File: src/rtl/pll_phase_ctrl.sv
// EHXPLLL dynamic phase-shift sequencer with a filtered lock indicator.
// Optional build macro PLL_AUTORELOCK_EN adds an automatic pll_rst pulse after a sustained loss of lock.
module pll_phase_ctrl #(
  parameter int LOCK_CYCLES  = 1024,
  parameter int PULSE_CYCLES = 4,
  parameter int STEP_W       = 8
) (
  input  logic              clkin,
  input  logic              rst_n,
  input  logic              pll_lock,
  output logic              locked,
  input  logic              ps_req,
  input  logic [1:0]        ps_sel,
  input  logic              ps_dir,
  input  logic [STEP_W-1:0] ps_steps,
  output logic              ps_busy,
  output logic              ps_ack,
  output logic              ps_err,
  output logic [1:0]        pll_phasesel,
  output logic              pll_phasedir,
  output logic              pll_phasestep,
  output logic              pll_phaseloadreg,
  output logic              pll_rst
);

  localparam int LCW = $clog2(LOCK_CYCLES + 1);
  localparam int PCW = $clog2(PULSE_CYCLES + 1);

  typedef enum logic [2:0] {IDLE, SETUP, STEP_LO, STEP_HI, LOAD, DONE} state_t;

  logic              lock_meta_reg;
  logic              lock_sync_reg;
  logic [LCW-1:0]    lock_cnt_reg;
  state_t            state_reg;
  logic [PCW-1:0]    pulse_cnt_reg;
  logic [STEP_W-1:0] steps_left_reg;
  logic              pulse_done;

  assign pulse_done = (pulse_cnt_reg == PCW'(PULSE_CYCLES - 1));

  // Two-flop synchroniser plus saturating consecutive-high filter.
  always_ff @(posedge clkin or negedge rst_n) begin
    if (!rst_n) begin
      lock_meta_reg <= 1'b0;
      lock_sync_reg <= 1'b0;
      lock_cnt_reg  <= '0;
      locked        <= 1'b0;
    end else begin
      lock_meta_reg <= pll_lock;
      lock_sync_reg <= lock_meta_reg;
      if (!lock_sync_reg) begin
        lock_cnt_reg <= '0;
        locked       <= 1'b0;
      end else begin
        if (lock_cnt_reg != LCW'(LOCK_CYCLES))
          lock_cnt_reg <= lock_cnt_reg + 1'b1;
        if (lock_cnt_reg >= LCW'(LOCK_CYCLES - 1))
          locked <= 1'b1;
      end
    end
  end

  always_ff @(posedge clkin or negedge rst_n) begin
    if (!rst_n) begin
      state_reg        <= IDLE;
      pulse_cnt_reg    <= '0;
      steps_left_reg   <= '0;
      ps_busy          <= 1'b0;
      ps_ack           <= 1'b0;
      ps_err           <= 1'b0;
      pll_phasesel     <= 2'd0;
      pll_phasedir     <= 1'b1;
      pll_phasestep    <= 1'b1;
      pll_phaseloadreg <= 1'b1;
    end else begin
      ps_ack <= 1'b0;
      case (state_reg)
        IDLE: begin
          if (ps_req) begin
            ps_busy <= 1'b1;
            if (!locked) begin
              state_reg <= DONE;
              ps_ack    <= 1'b1;
              ps_err    <= 1'b1;
            end else if (ps_steps == '0) begin
              state_reg <= DONE;
              ps_ack    <= 1'b1;
              ps_err    <= 1'b0;
            end else begin
              state_reg      <= SETUP;
              pulse_cnt_reg  <= '0;
              steps_left_reg <= ps_steps;
              pll_phasesel   <= ps_sel;
              pll_phasedir   <= ps_dir;
            end
          end
        end
        DONE: begin
          state_reg <= IDLE;
          ps_busy   <= 1'b0;
          ps_err    <= 1'b0;
        end
        default: begin
          if (!locked) begin
            // Lock lost mid-sequence: drop every pin back to idle at once.
            state_reg        <= DONE;
            ps_ack           <= 1'b1;
            ps_err           <= 1'b1;
            pll_phasesel     <= 2'd0;
            pll_phasedir     <= 1'b1;
            pll_phasestep    <= 1'b1;
            pll_phaseloadreg <= 1'b1;
          end else if (!pulse_done) begin
            pulse_cnt_reg <= pulse_cnt_reg + 1'b1;
          end else begin
            pulse_cnt_reg <= '0;
            case (state_reg)
              SETUP: begin
                state_reg     <= STEP_LO;
                pll_phasestep <= 1'b0;
              end
              STEP_LO: begin
                state_reg     <= STEP_HI;
                pll_phasestep <= 1'b1;
              end
              STEP_HI: begin
                if (steps_left_reg == STEP_W'(1)) begin
                  state_reg        <= LOAD;
                  pll_phaseloadreg <= 1'b0;
                end else begin
                  steps_left_reg <= steps_left_reg - 1'b1;
                  state_reg      <= STEP_LO;
                  pll_phasestep  <= 1'b0;
                end
              end
              default: begin
                state_reg        <= DONE;
                ps_ack           <= 1'b1;
                ps_err           <= 1'b0;
                pll_phaseloadreg <= 1'b1;
                pll_phasesel     <= 2'd0;
                pll_phasedir     <= 1'b1;
              end
            endcase
          end
        end
      endcase
    end
  end

`ifdef PLL_AUTORELOCK_EN
  localparam int RCW = $clog2(LOCK_CYCLES + PULSE_CYCLES + 1);

  typedef enum logic [1:0] {RL_WATCH, RL_PULSE, RL_HOLD} relock_t;

  relock_t        relock_state_reg;
  logic [RCW-1:0] relock_cnt_reg;
  logic           relock_armed_reg;

  // Armed once lock has been seen; after a pulse, hold off one lock window before watching again.
  always_ff @(posedge clkin or negedge rst_n) begin
    if (!rst_n) begin
      relock_state_reg <= RL_WATCH;
      relock_cnt_reg   <= '0;
      relock_armed_reg <= 1'b0;
      pll_rst          <= 1'b0;
    end else begin
      if (locked)
        relock_armed_reg <= 1'b1;
      case (relock_state_reg)
        RL_WATCH: begin
          if (relock_armed_reg && !lock_sync_reg) begin
            if (relock_cnt_reg == RCW'(LOCK_CYCLES - 1)) begin
              relock_cnt_reg   <= '0;
              pll_rst          <= 1'b1;
              relock_state_reg <= RL_PULSE;
            end else begin
              relock_cnt_reg <= relock_cnt_reg + 1'b1;
            end
          end else begin
            relock_cnt_reg <= '0;
          end
        end
        RL_PULSE: begin
          if (relock_cnt_reg == RCW'(PULSE_CYCLES - 1)) begin
            relock_cnt_reg   <= '0;
            pll_rst          <= 1'b0;
            relock_state_reg <= RL_HOLD;
          end else begin
            relock_cnt_reg <= relock_cnt_reg + 1'b1;
          end
        end
        default: begin
          if (relock_cnt_reg == RCW'(LOCK_CYCLES - 1)) begin
            relock_cnt_reg   <= '0;
            relock_state_reg <= RL_WATCH;
          end else begin
            relock_cnt_reg <= relock_cnt_reg + 1'b1;
          end
        end
      endcase
    end
  end
`else
  assign pll_rst = 1'b0;
`endif

endmodule
File: config.mk
export PLATFORM = sky130hd
export DESIGN_NAME = pll_phase_ctrl
export DESIGN_NICKNAME = d
export VERILOG_FILES = /design/src/rtl/pll_phase_ctrl.sv
export SDC_FILE = /design/constraint.sdc
export NUM_CORES = 1
export LEC_CHECK = 0
export CAP_MARGIN = 10
export CORE_MARGIN = 3
export CORE_UTILIZATION = 30
export CTS_CLUSTER_SIZE = 24
export DETAILED_ROUTE_END_ITERATION = 10
export MAX_ROUTING_LAYER = met4
export PLACE_DENSITY_LB_ADDON = 0.2
export SETUP_SLACK_MARGIN = 0.05
export SYNTH_ARGS = -nofsm -noshare
export SYNTH_HDL_FRONTEND = slang
export SYNTH_SLANG_ARGS = --single-unit
File: constraint.sdc
create_clock -name clkin -period 2.4 [get_ports clkin]
set_input_delay 0.24 -clock clkin [delete_from_list [all_inputs] [get_ports clkin]]
set_output_delay 0.24 -clock clkin [all_outputs]
set_load 0.02 [all_outputs]
### Word-level counts from Yosys, hierarchy flattened

Cells that the tools add are included.

| cells by class | value |
|---|---|
| $lt $le $gt $ge | 1 |
| equality and inequality tests | 23 |
| $add $sub $neg | 3 |
| reduce and logical (&&, ||, !) cells | 16 |
| mux-type cells | 64 |
| bitwise operators | 2 |

Operator list:

| cell | number |
|---|---|
| two-way mux 8 bit | 7 |
| two-way mux 3 bit | 11 |
| two-way mux 1 bit | 27 |
| two-way mux 11 bit | 2 |
| one-hot mux 8 bit (2 select lines) | 1 |
| AND reduction 4 bit | 4 |
| two-way mux 2 bit | 6 |
| one-hot mux 3 bit (2 select lines) | 2 |
| adder 11 x 1 -> 11 bit, second input constant | 1 |
| >= comparator 11 x 10 -> 1 bit, second input constant | 1 |
| inequality test 11 bit, second input constant | 1 |
| one-hot mux 1 bit (2 select lines) | 5 |
| equality test 3 x 2 -> 1 bit, second input constant | 3 |
| inequality test 3 bit, second input constant | 3 |
| one-hot mux 3 bit (3 select lines) | 1 |
| equality test 8 x 1 -> 1 bit, second input constant | 1 |
| logical NOT 8 bit | 1 |
| inequality test 2 x 1 -> 1 bit, second input constant | 4 |
| inequality test 2 bit, second input constant | 4 |
| inequality test 4 x 1 -> 1 bit, second input constant | 2 |
| subtractor 8 x 1 -> 8 bit, second input constant | 1 |
| AND reduction 7 bit | 1 |
| AND reduction 6 bit | 1 |
| nonzero test 2 bit | 3 |
| other kinds (13) | 16 |

| word-level totals | value |
|---|---|
| logic and storage cells | 123 |
| input port bits | 15 |
| flip-flop bits (word level) | 36 |
| output and inout bits | 10 |

### Depth between registers and ports, before layout

Gate-level depths: netlist of run 1.

| logic depth | value |
|---|---|
| word-level depth | 6 |
| mapped depth | 7 |
| mapped depth without buffers | 7 |

### Worst setup path after synthesis of run 1

Ideal clock, no wire load.

| timing | value |
|---|---|
| path type | reg-to-reg |
| start | reg steps_left_reg[1] |
| end | reg steps_left_reg[0] |
| setup slack | 646 ps |
| arrival | 1615 ps |
| cell stages (with the launch flop) | 7 |
| clock period less this slack | 1754 ps |
| cell sequence | dfrtp_1 inv_1 ha_1 or4b_4 o211ai_4 a21oi_1 a2bb2oi_1 |

| on the way | value |
|---|---|
| cells in the longest elaborated chain, start to end | 3 |

Ends and longest elaborated chain:

| what | line | source |
|---|---|---|
| start, declared | 36 | `logic [STEP_W-1:0] steps_left_reg;` |
| start signal, assigned | 92 | `steps_left_reg <= ps_steps;` |
| start signal, assigned | 131 | `steps_left_reg <= steps_left_reg - 1'b1;` |
| equality test 8 x 1 -> 1 bit | 127 | `if (steps_left_reg == STEP_W'(1)) begin` |
| inequality test 2 x 1 -> 1 bit (no line) | n/a |  |
| AND reduction 7 bit (no line) | n/a |  |

Every way passes these cells.
A chain may end at the register's enable or synchronous reset.

### Final worst setup path of run 1

Ends and elaborated chain as after synthesis.

==> results of run 1 <==
-- critical path, delay by kind of cell (launching register included) --
kind / cells / cell delay [ns]
DFF: 1 / 0.41
buffers and inverters: 1 / 0.09
adders and majority gates: 1 / 0.13
AOI/OAI and AO/OA: 3 / 0.66
and+or+nand+nor: 1 / 0.52
-- power by group through the flow --
stage	clock network (µW)	registers [µW]	logic [µW]
final	453	757	612
after global routing	496	774	679
after CTS	470	759	618
after detailed placement	0	769	617
after global placement	0	772	613
after floorplan	0	782	393
-- layer usage --
layer / global-route usage (%) / up-vias / share of wire (%)
met1: 18.3 / 773 / 53
met5: - / - / 0
met3: 3.20 / 5 / 3.9
met4: 4.18 / 0 / 1.4
li1: - / 801 / -
met2: 18.6 / 36 / 42
-- cells in the mapped netlist, types with 3 or more instances --
cell type   n
a2bb2oi_1   5
dfrtp_1    33
clkbuf_1    3
nand4_1     4
o21ai_1     5
and3_1      3
and2_1     11
or4_1       4
nand2_1    20
nand3_1     5
nor2b_1     3
ha_1        5
inv_1      15
mux2i_1     4
nor2_1     14
xnor2_1     9
buf_2       5
o21ai_0     9
o22ai_1     4
a21oi_1    14
dfstp_2     3
-- per-stage QoR --
stage	util, %	hold WS (ns)	std cells	area (µm²)
final	37.2	0.0414	314	2390
after global placement	35.8	0.334	306	2300
after global routing	37.2	0.115	314	2390
after detailed placement	35.8	0.342	306	2300
after floorplan	-	-0.0556	213	2000
after CTS	37.2	0.0895	314	2390
-- kinds of logic after synthesis --
group           share of synthesized area [%]
compound gates                           18.8
fa+ha+maj                                3.12
other cells                             0.187
buf+inv                                  4.99
flops                                    45.1
simple gates                             21.4
mux                                      2.00
xor+xnor                                 4.37
-- layout make-up --
| class | count | area, µm² |
|---|---|---|
| fillers | 667 | 4030 |
| multi-input cells | 153 | 1000 |
| flip-flops and latches | 36 | 905 |
| repair buffers | 25 | 240 |
| well taps | 77 | 96.3 |
| clock buffers | 7 | 86.3 |
| inverters | 15 | 56.3 |
| clock inverters | 1 | 7.51 |
-- path summary, 6_finish.rpt --
check	end	cells past startpoint	slack (ns)	from
max in group asynchronous	ps_ack	1	1.82	rst_n
setup / recovery	steps_left_reg[0]	6	0.45	steps_left_reg[1]
hold / removal	lock_cnt_reg[8]	1	0.04	rst_n
setup reg to reg	steps_left_reg[0]	6	0.45	steps_left_reg[1]
min in group clkin	lock_sync_reg	0	0.36	lock_meta_reg
hold reg to reg	lock_sync_reg	0	0.36	lock_meta_reg
==> out/results.ini, run 1 <==
[power]
seq_power_share_pct=41.6
power.density_nw_per_um2=762
clockPowerShare_pct=24.9
leakagePower_uw=0.000994
power.internal_uw=1190
power_frac_comb_pct=33.6
ir_drop_mv=0.260
power_uw=1820
p_sw_uw=635
swShare_pct=34.8

[synth]
synth_seq_cells=36
yosysWarnings=0
ys_seq_area_share_pct=45.1
ys.flop_type=dfrtp_1
synth_area_um2=2000
synth-edff-count=0
synth.distinct_cells=51
ys_top_cells_by_area=dfrtp_1 41%, dfstp_2 3.9%, xnor2_1 3.9%
synth_cells=213
avgSynthCellArea_um2=9.41
synth_top_area_share_pct=41.2
synth_top_area_cell=dfrtp_1
syn_nets=233
synth-async-reset-ratio_pct=100

[global_routing]
antenna_found_initial=0
grt_pass1_vias=1525
grt_overflow=0
grt_max_degree=37
grt_use_total_pct=13.1
grt_pass1_wl_mm=7.62

[sta]
fmax_mhz=513
setup_ws_ns=0.452
fin_crit_ns=1.95
fin_skew_ns=0.00149
tightest_slew_ns=0.830
final-setup-viol-count=0
maxSlewHeadroom_pct=44.7
finalHoldViolCount=0
setup_tns_ns=0
post-route-period-util_pct=81.2
rsz0062_at_grt=no
drv_slew=0

[status]
outcome=completed

[clock_network]
cts_setup_buffers=0
cts.root.buffer_cell=clkbuf_8
clockBufferDepth=2
hold_buffers=0
path_clk_slew_ns=0.07
cts_tree=yes
cts_buffers=5
htreeDepth=2
clock-sinks=36
cts_resized=0
clk-insertion-delay-late_ns=0.28

[route]
drc=0
via_per_inst=5.14
drt_iter0_markers=107
dr.pass1.iters=5
vias=1615
wl_per_cell_um=13.9
drt.antenna.violating_nets=0
routed_wl_mm=4.38

[critical_path]
end_kind=flop
critPathLaunchType=flop
required_ns=2.55
crit_chain=inv_1 -> ha_1 -> or4b_4 -> o211ai_4 -> a21oi_1 -> a2bb2oi_1
worstSetupPathType=reg2reg
crit_arrival_ns=2.09
critPathMaxFanout=7
cpMaxStageDelayCell=or4b_4
slowest_delay_ns=0.52

[layout]
drive_above_1_share_pct=9.28
largest_reg_flops=11
nets=256
insertedDiodeCount=0
area_growth_syn_to_layout_pct=19.3
final_common_cell=dfrtp_1
final_cell_mix=33 x dfrtp_1, 22 x clkdlybuf4s50_1, 20 x nand2_1

[die]
die_area_um2=7700
ios=25
fp.dieW_um=87.7
coreArea_um2=6420
placementRows=29
die_y_um=87.7
initial_core_util_pct=31.2

[hold_path]
min_path_type=in2async

[run]
cap_violations=0

[place]
port_buffers=23
pre_cts_ws_ns=0.232
place_congestion=0.772
hpwlAfterDp_mm=3.16

Power figures use the tool's default switching activity.
==> run 2, diff against run 1 <==
- clock period: 2.4 -> 1.9 ns (I/O delays scaled with it)
==> run 2 against run 1 <==
  * Sequential power increased by 25%
  * Combinational power increased by 50%
  * Fmax up 5.0%
  * Critical endpoint is now steps_left_reg[3]
  * Via count grew 6.7%
  * Highest routed layer unchanged
  * Sequential share of layout area down 4.2 points
  * Design area grew 13%
  * Clock skew grew 0.0097 ns
==> out/results.ini, run 2 (synthesis gave the netlist of run 1 again) <==
[sta]
fin_skew_ns=0.0112  ; +0.00970 ns
maxSlewHeadroom_pct=66.3  ; +22 points
setup_ws_ns=0.0447  ; -0.408 ns
fmax_mhz=539  ; +5.0%
setup_tns_ns=0  ; unchanged
final-setup-viol-count=0  ; unchanged
post-route-period-util_pct=97.6  ; +16 points
fin_crit_ns=1.86  ; -0.0924 ns
tightest_slew_ns=0.502  ; -0.328 ns
rsz0062_at_grt=yes
drv_slew=0  ; unchanged
finalHoldViolCount=0  ; unchanged

[clock_network]
path_clk_slew_ns=0.08  ; about the same
htreeDepth=2  ; unchanged
cts.root.buffer_cell=clkbuf_8
clk-insertion-delay-late_ns=0.29  ; about the same
cts_buffers=5  ; unchanged
clockBufferDepth=2  ; unchanged
cts_tree=yes
clock-sinks=36  ; unchanged

[route]
drt_iter0_markers=48  ; -55%
drt.antenna.violating_nets=0  ; unchanged
dr.pass1.iters=4  ; -1
drc=0  ; unchanged
via_per_inst=5.00  ; -2.8%
wl_per_cell_um=13.9  ; -0.51%
routed_wl_mm=4.79  ; +9.3%
vias=1724  ; +6.7%

[layout]
final_core_util_pct=41.9  ; +4.7 points
largest_reg_flops=11  ; unchanged
insertedDiodeCount=0  ; unchanged
area_growth_syn_to_layout_pct=34.2
nets=287  ; +12%
final_common_cell=dfrtp_1
fin_area_um2=2690  ; +13%
final_cell_mix=33 x dfrtp_1, 30 x buf_4, 22 x clkdlybuf4s50_1
instances_no_fill=345  ; +9.9%
drive_above_1_share_pct=22.8  ; +13 points

[place]
port_buffers=23  ; unchanged
place_congestion=0.835  ; +8.3%
pre_cts_ws_ns=-0.208  ; -0.440 ns
hpwlAfterDp_mm=3.54  ; +12%
placed_area_um2=2490  ; +8.5%
placedCellCount=332  ; +8.5%

[critical_path]
required_ns=2.13  ; -0.42 ns
end_kind=flop
crit_arrival_ns=2.08  ; about the same
critPathLaunchType=flop
critPathMaxFanout=6  ; -1
worstSetupPathType=reg2reg

[power]
ir_drop_mv=0.388  ; +49%
leakagePower_uw=0.00117  ; +17%
seq_power_share_pct=38.8  ; -2.8 points
p_sw_uw=847  ; +33%
power_frac_comb_pct=37.6  ; +4.0 points
clockPowerShare_pct=23.6  ; -1.3 points
swShare_pct=34.6  ; -0.20 points
power.density_nw_per_um2=909  ; +19%
power.internal_uw=1600  ; +35%

[global_routing]
grt_overflow=0  ; unchanged
grt_max_degree=15  ; -59%
antenna_found_initial=0  ; unchanged
grt_use_total_pct=14.3  ; +1.2 points
grt_pass1_wl_mm=8.29  ; +8.8%
grt_pass1_vias=1710  ; +12%

[status]
outcome=completed

[die]
placementRows=29  ; unchanged
die_y_um=87.7  ; unchanged
coreArea_um2=6420  ; unchanged
die_area_um2=7700  ; unchanged
initial_core_util_pct=31.2  ; unchanged
fp.dieW_um=87.7  ; unchanged
ios=25  ; unchanged

[hold_path]
min_path_type=in2async

[run]
cap_violations=0  ; unchanged

## run 2: cell count changes in the layout (fill, tap and decap cells not counted), moves of 2 or more
cell       change
a2bb2oi_2      +3
a2bb2oi_1      -3
buf_4         +28
o21ai_0        -2
## run 2: power groups by stage
stage	clock [µW]	sequential, µW	combinational, µW
2_1_floorplan	0	988	496
3_3_place_gp	0	964	820
3_5_place_dp	0	962	830
4_1_cts	600	951	853
5_1_grt	627	968	1010
6_report	577	949	918
## run 2: routing by layer
layer	wire, µm	vias to the layer above	track usage [%]
li1	-	869	-
met1	2420	815	19.7
met2	2130	35	20.3
met3	176	5	3.67
met4	58	0	5.16
met5	0	-	-
## run 2: final cells by class
cell class | instances | area (µm²)
inverters | 15 | 56.3
flip-flops and latches | 36 | 905
fillers | 636 | 3730
repair buffers | 56 | 492
well taps | 77 | 96.3
clock buffers | 7 | 86.3
clock inverters | 1 | 7.51
multi-input cells | 153 | 1050
## run 2: worst max-delay path, cell delays in order, from the launching register on
cell	delay (ns)
dfrtp_1	0.40
inv_2	0.06
ha_1	0.12
or4b_4	0.51
o211ai_4	0.32
or4_4	0.18
nand3_2	0.06
a2bb2oi_2	0.14
## run 2: worst paths after layout
path | from | to | slack (ns) | cells after the start
max reg2reg | steps_left_reg[1] | steps_left_reg[3] | 0.04 | 7
min reg2reg | lock_meta_reg | lock_sync_reg | 0.35 | 0
max | steps_left_reg[1] | steps_left_reg[3] | 0.04 | 7
min | rst_n | lock_cnt_reg[5] | 0.31 | 2
min in group clkin | pll_lock | lock_meta_reg | 0.33 | 1
max in group asynchronous | rst_n | pll_phasedir | 1.04 | 3
## run 2: stage by stage
stage	hold WS [ns]	power, µW
finish	0.306	2440
global route	0.322	2610
CTS	0.314	2400
detailed placement	0.0868	1790
global placement	0.0912	1780
floorplan	-0.106	1480
## run 2: timing repair
action | in CTS | in global routing
setup buffers | 1 | 3
hold buffers | 1 | 0
hold endpoints to repair | 11 | 0
pin swaps | 3 | 9
endpoints found under the setup margin | 5 | 17
gates resized for setup | 3 | 10
==> run 3, diff against run 2 <==
- REMOVE_ABC_BUFFERS: unset -> 1
- SETUP_SLACK_MARGIN: 0.05 -> unset
- SKIP_LAST_GASP: unset -> 1
==> run 3 against run 2 <==
  * Worst setup slack gained 0.033 ns
  * Flip-flop and latch count unchanged
  * First-iteration DRC count grew 19%
  * Critical path depth unchanged
  * Register-to-register slack improved by 0.03 ns
  * Wire length decreased by 3.7%
  * Non-clock buffer count shrank 12
  * Die area stayed put
  * Clock power down 8.1%
  * Critical endpoint unchanged
==> out/results.ini, run 3 (synthesis gave the netlist of run 1 again) <==
[route]
wl_per_cell_um=13.8  ; -0.23%
dr.pass1.iters=4  ; unchanged
drc=0  ; unchanged
drt.antenna.violating_nets=0  ; unchanged
via_per_inst=5.05  ; +1.0%
drt_iter0_markers=57  ; +19%
routed_wl_mm=4.61  ; -3.7%
vias=1681  ; -2.5%

[sta]
drv_slew=0  ; unchanged
setup_ws_ns=0.0781  ; +0.0335 ns
fin_crit_ns=1.82  ; -0.0335 ns
fmax_mhz=549  ; +1.8%
rsz0062_at_grt=yes
setup_tns_ns=0  ; unchanged
final-setup-viol-count=0  ; unchanged
tightest_slew_ns=0.523  ; +0.0212 ns
fin_skew_ns=0.00590  ; -0.00529 ns
finalHoldViolCount=0  ; unchanged
maxSlewHeadroom_pct=64.9  ; -1.4 points
post-route-period-util_pct=95.9  ; -1.8 points

[die]
coreArea_um2=6420  ; unchanged
placementRows=29  ; unchanged
initial_core_util_pct=31.2  ; unchanged
die_y_um=87.7  ; unchanged
die_area_um2=7700  ; unchanged
ios=25  ; unchanged
fp.dieW_um=87.7  ; unchanged

[clock_network]
cts_buffers=5  ; unchanged
htreeDepth=2  ; unchanged
clock-sinks=36  ; unchanged
path_clk_slew_ns=0.07  ; about the same
clockBufferDepth=2  ; unchanged
clk-insertion-delay-late_ns=0.29  ; about the same
cts.root.buffer_cell=clkbuf_8
cts_setup_buffers=0  ; -1
cts_tree=yes

[layout]
largest_reg_flops=11  ; unchanged
drive_above_1_share_pct=16.8  ; -6.0 points
area_growth_syn_to_layout_pct=27.0
insertedDiodeCount=0  ; unchanged
nets=275  ; -4.2%
instances_no_fill=333  ; -3.5%
final_core_util_pct=39.6  ; -2.3 points
final_cell_mix=33 x dfrtp_1, 22 x clkdlybuf4s50_1, 20 x nand2_1
final_common_cell=dfrtp_1

[critical_path]
setup.worst_path.start=steps_left_reg[1]
regToRegStartpoint=steps_left_reg[1]
worstSetupPathType=reg2reg
critPathLaunchType=flop
critPathMaxFanout=5  ; -1
required_ns=2.11  ; -0.02 ns
end_kind=flop
crit_arrival_ns=2.04  ; -0.04 ns

[run]
cap_violations=0  ; unchanged

[global_routing]
grt_pass1_vias=1626  ; -4.9%
grt_max_degree=37  ; +22
grt_overflow=0  ; unchanged
grt_pass1_wl_mm=7.69  ; -7.2%
antenna_found_initial=0  ; unchanged
grt_use_total_pct=13.3  ; -1.1 points

[hold_path]
min_from=pll_lock
min_path_type=in2reg

[status]
outcome=completed

[power]
leakagePower_uw=0.00109  ; -6.8%
power.density_nw_per_um2=914  ; +0.54%
ir_drop_mv=0.223  ; -43%

[place]
hpwlAfterDp_mm=3.38  ; -4.4%
pre_cts_ws_ns=-0.216  ; -0.00840 ns
port_buffers=23  ; unchanged
placedCellCount=324  ; -2.4%
place_congestion=0.895  ; +7.2%

[run 3: cell count changes in the layout (fill, tap and decap cells not counted), sizes merged]
cell      change
buf          -12
clkinv        +1
clkinvlp      -1
[run 3: per-stage QoR]
step / total power, µW / hold slack [ns] / area, µm²
floorplan: 1440 / -0.106 / 1960
global placement: 1790 / 0.270 / 2430
detailed placement: 1790 / 0.273 / 2430
CTS: 2330 / 0.323 / 2520
global route: 2490 / 0.327 / 2540
finish: 2330 / 0.336 / 2540
[run 3: timing repair]
action / in CTS / in global routing
endpoints found under the setup margin: 0 / 10
hold buffers: 1 / 0
endpoints found under the hold margin: 33 / 0
resized for setup: 0 / 6
[run 3: critical path, cell delays in order, from the launching register on]
cell	delay [ns]
dfrtp_1	0.39
inv_2	0.06
ha_1	0.12
or4b_4	0.52
o211ai_4	0.28
or4_4	0.18
nand3_1	0.07
a2bb2oi_1	0.13
[run 3: routing by layer]
metal | up-vias | GRT usage [%] | routed length [µm]
li1 | 836 | - | -
met1 | 796 | 17.0 | 2260
met2 | 42 | 19.7 | 2070
met3 | 7 | 3.48 | 209
met4 | 0 | 5.72 | 75
met5 | - | - | 0
[run 3: area by class of cell]
cell class | instances | area (µm²)
inverters | 15 | 56.3
repair buffers | 44 | 389
clock inverters | 1 | 5.00
multi-input cells | 153 | 1020
well taps | 77 | 96.3
fillers | 645 | 3880
clock buffers | 7 | 76.3
flip-flops and latches | 36 | 905
[run 3: worst paths after layout]
check                                    endpoint  slack (ns)  cells past startpoint
worst min register to register      lock_sync_reg        0.35                      0
worst max-delay path            steps_left_reg[3]        0.08                      7
worst min-delay path                lock_meta_reg        0.34                      1
min in group asynchronous         lock_cnt_reg[0]        0.48                      3
worst max register to register  steps_left_reg[3]        0.08                      7
max in group asynchronous           pll_phasestep        1.07                      3
[run 3: where the power goes]
group | switching, µW | internal, µW | total (µW)
logic | 457 | 388 | 845
clock network | 272 | 257 | 530
registers | 85.8 | 865 | 951
total | 815 | 1510 | 2330
==> variant (flow settings as in run 1) <==
Build with the macro `PLL_AUTORELOCK_EN` defined.
--- a/src/rtl/pll_phase_ctrl.sv
+++ b/src/rtl/pll_phase_ctrl.sv
@@ -1,5 +1,7 @@
 // EHXPLLL dynamic phase-shift sequencer with a filtered lock indicator.
 // Optional build macro PLL_AUTORELOCK_EN adds an automatic pll_rst pulse after a sustained loss of lock.
+`define PLL_AUTORELOCK_EN
+
 module pll_phase_ctrl #(
   parameter int LOCK_CYCLES  = 1024,
   parameter int PULSE_CYCLES = 4,
Behaviour: same outputs for any inputs over 10 cycles, from zero or initial values and one cycle with rst_n low; that may be too few to reach the edited logic, so the function may still have changed.
==> variant against run 1 <==
Clock power grew 59%. Combinational power grew 36%. Sequential cell count grew 15. Design area grew 36%. Hold slack gained 320 ps. Setup slack lost 130 ps. Critical endpoint is now steps_left_reg[1]$_DFFE_PN0P_. Clock skew grew 9.2 ps. Total power grew 44%. Synthesized area grew 36%. Wire length grew 41%.
==> variant: results <==
{
  "hold_start": "pll_lock",
  "cts-root-buf": "clkbuf_8",
  "yosys-top-cells-count": "dfrtp_1 (48), nor2_1 (34), a21oi_1 (25), nand2_1 (25), o21ai_0 (16)",
  "dr.pass1.iters": 4,
  "r2r_start": "steps_left_reg[4]$_DFFE_PN0P_",
  "final.setup.tns_ps": 0,
  "rrSetupSlack_ps": 320,
  "n_antenna_cell": 0,
  "ys_types": 54,
  "ys_seq_area_frac": 0.469,
  "reg2regPathDepth": 5,
  "gp_congestion": 0.820,
  "ys_top_cells_by_area": "dfrtp_1 (44%), nor2_1 (4.7%), a21oi_1 (4.6%)",
  "slew_headroom": 0.536,
  "grt_pass1_vias": 2189,
  "reg2reg_to": "steps_left_reg[1]$_DFFE_PN0P_",
  "critical-path-top-delay-family": "simple AND/OR/NAND/NOR gates",
  "peakVddDrop_uv": 331,
  "clock_latency_ps": 310,
  "outcome": "complete, no violations",
  "grt.total_usage": 0.131,
  "max_stage_delay_ps": 450,
  "routed_wl_mm": 6.18,
  "nets": 344,
  "clk_pin_slew_ps": 100,
  "leakage_nw": 1.34,
  "cts_buffers": 5,
  "synthArstFlopShare": 1.00,
  "whs_endpoint": "lock_meta_reg$_DFF_PN0_",
  "antenna_found_initial": 0,
  "grt_pass1_wl_mm": 10.5,
  "critPathMaxFanout": 8,
  "cts_resized": 0,
  "hold_depth": 1,
  "dp_hpwl_mm": 4.33,
  "post-cts-setup-buffers": 0,
  "cts.hold.buffers_added": 1,
  "viasPerCell": 5.26,
  "io_buffers": 24,
  "drive_gt1_frac": 0.0864,
  "slowest_stage": "dfrtp_1",
  "cts_buffer_depth": 2,
  "grt_max_degree": 30,
  "min_path_type": "input pin to flop",
  "drt-initial-drc-count": 84,
  "yosysWarningCount": 0,
  "finClkSkew_ps": 10.7,
  "synth_nets": 316,
  "cts_max_level": 2
}
==> variant: worst max path at each step <==
stage,startpoint,to,depth (start not counted)
floorplan,steps_left_reg[0]$_DFFE_PN0P_,steps_left_reg[0]$_DFFE_PN0P_,6
global placement,ps_steps[0],steps_left_reg[1]$_DFFE_PN0P_,6
detailed placement,ps_steps[4],steps_left_reg[1]$_DFFE_PN0P_,6
CTS,steps_left_reg[4]$_DFFE_PN0P_,steps_left_reg[1]$_DFFE_PN0P_,5
global route,state_reg[2]$_DFFE_PN0P_,steps_left_reg[1]$_DFFE_PN0P_,5
finish,steps_left_reg[4]$_DFFE_PN0P_,steps_left_reg[1]$_DFFE_PN0P_,5
==> variant: power by group <==
group / internal (mW) / total, mW / switching, mW
sequential: 0.951 / 1.06 / 0.110
clock: 0.416 / 0.721 / 0.305
combinational: 0.357 / 0.834 / 0.478
total: 1.72 / 2.62 / 0.892
==> variant: cell families (layout without fill, tap and decap cells) <==
group                      count (synthesis)  count (layout)  share of synthesized area
AOI/OAI and AO/OA                         75              75                      0.174
xor gates and xnor gates                  14              14                     0.0449
adders and majority gates                  6               6                     0.0275
buffers and inverters                     24              53                     0.0362
DFF                                       51              51                      0.469
muxes                                      5               5                     0.0183
and+or+nand+nor                          120             120                      0.230
==> variant: metal layers <==
metal | vias up | track usage | share of wire
li1 | 1113 | - | -
met1 | 1106 | 0.175 | 0.48
met2 | 48 | 0.205 | 0.46
met3 | 6 | 0.0255 | 0.042
met4 | 0 | 0.0337 | 0.0096
met5 | - | - | 0
==> variant: cell type report <==
cell class,count,area (µm²)
repair buffers,32,298
well taps,108,135
flip-flops and latches,51,1280
multi-input cells,220,1350
clock buffers,5,68.8
clock inverters,3,67.6
fillers,889,5520
inverters,13,48.8
==> variant: metrics by stage <==
| step | setup slack, ps | hold WS (ps) | std cells | area (µm²) |
|---|---|---|---|---|
| after detailed placement | 184 | 337 | 423 | 3100 |
| after floorplan | 652 | -55.6 | 295 | 2730 |
| after global placement | 271 | 335 | 423 | 3100 |
| after global routing | 153 | 354 | 432 | 3250 |
| final | 320 | 358 | 432 | 3250 |
| after CTS | 308 | 348 | 432 | 3250 |
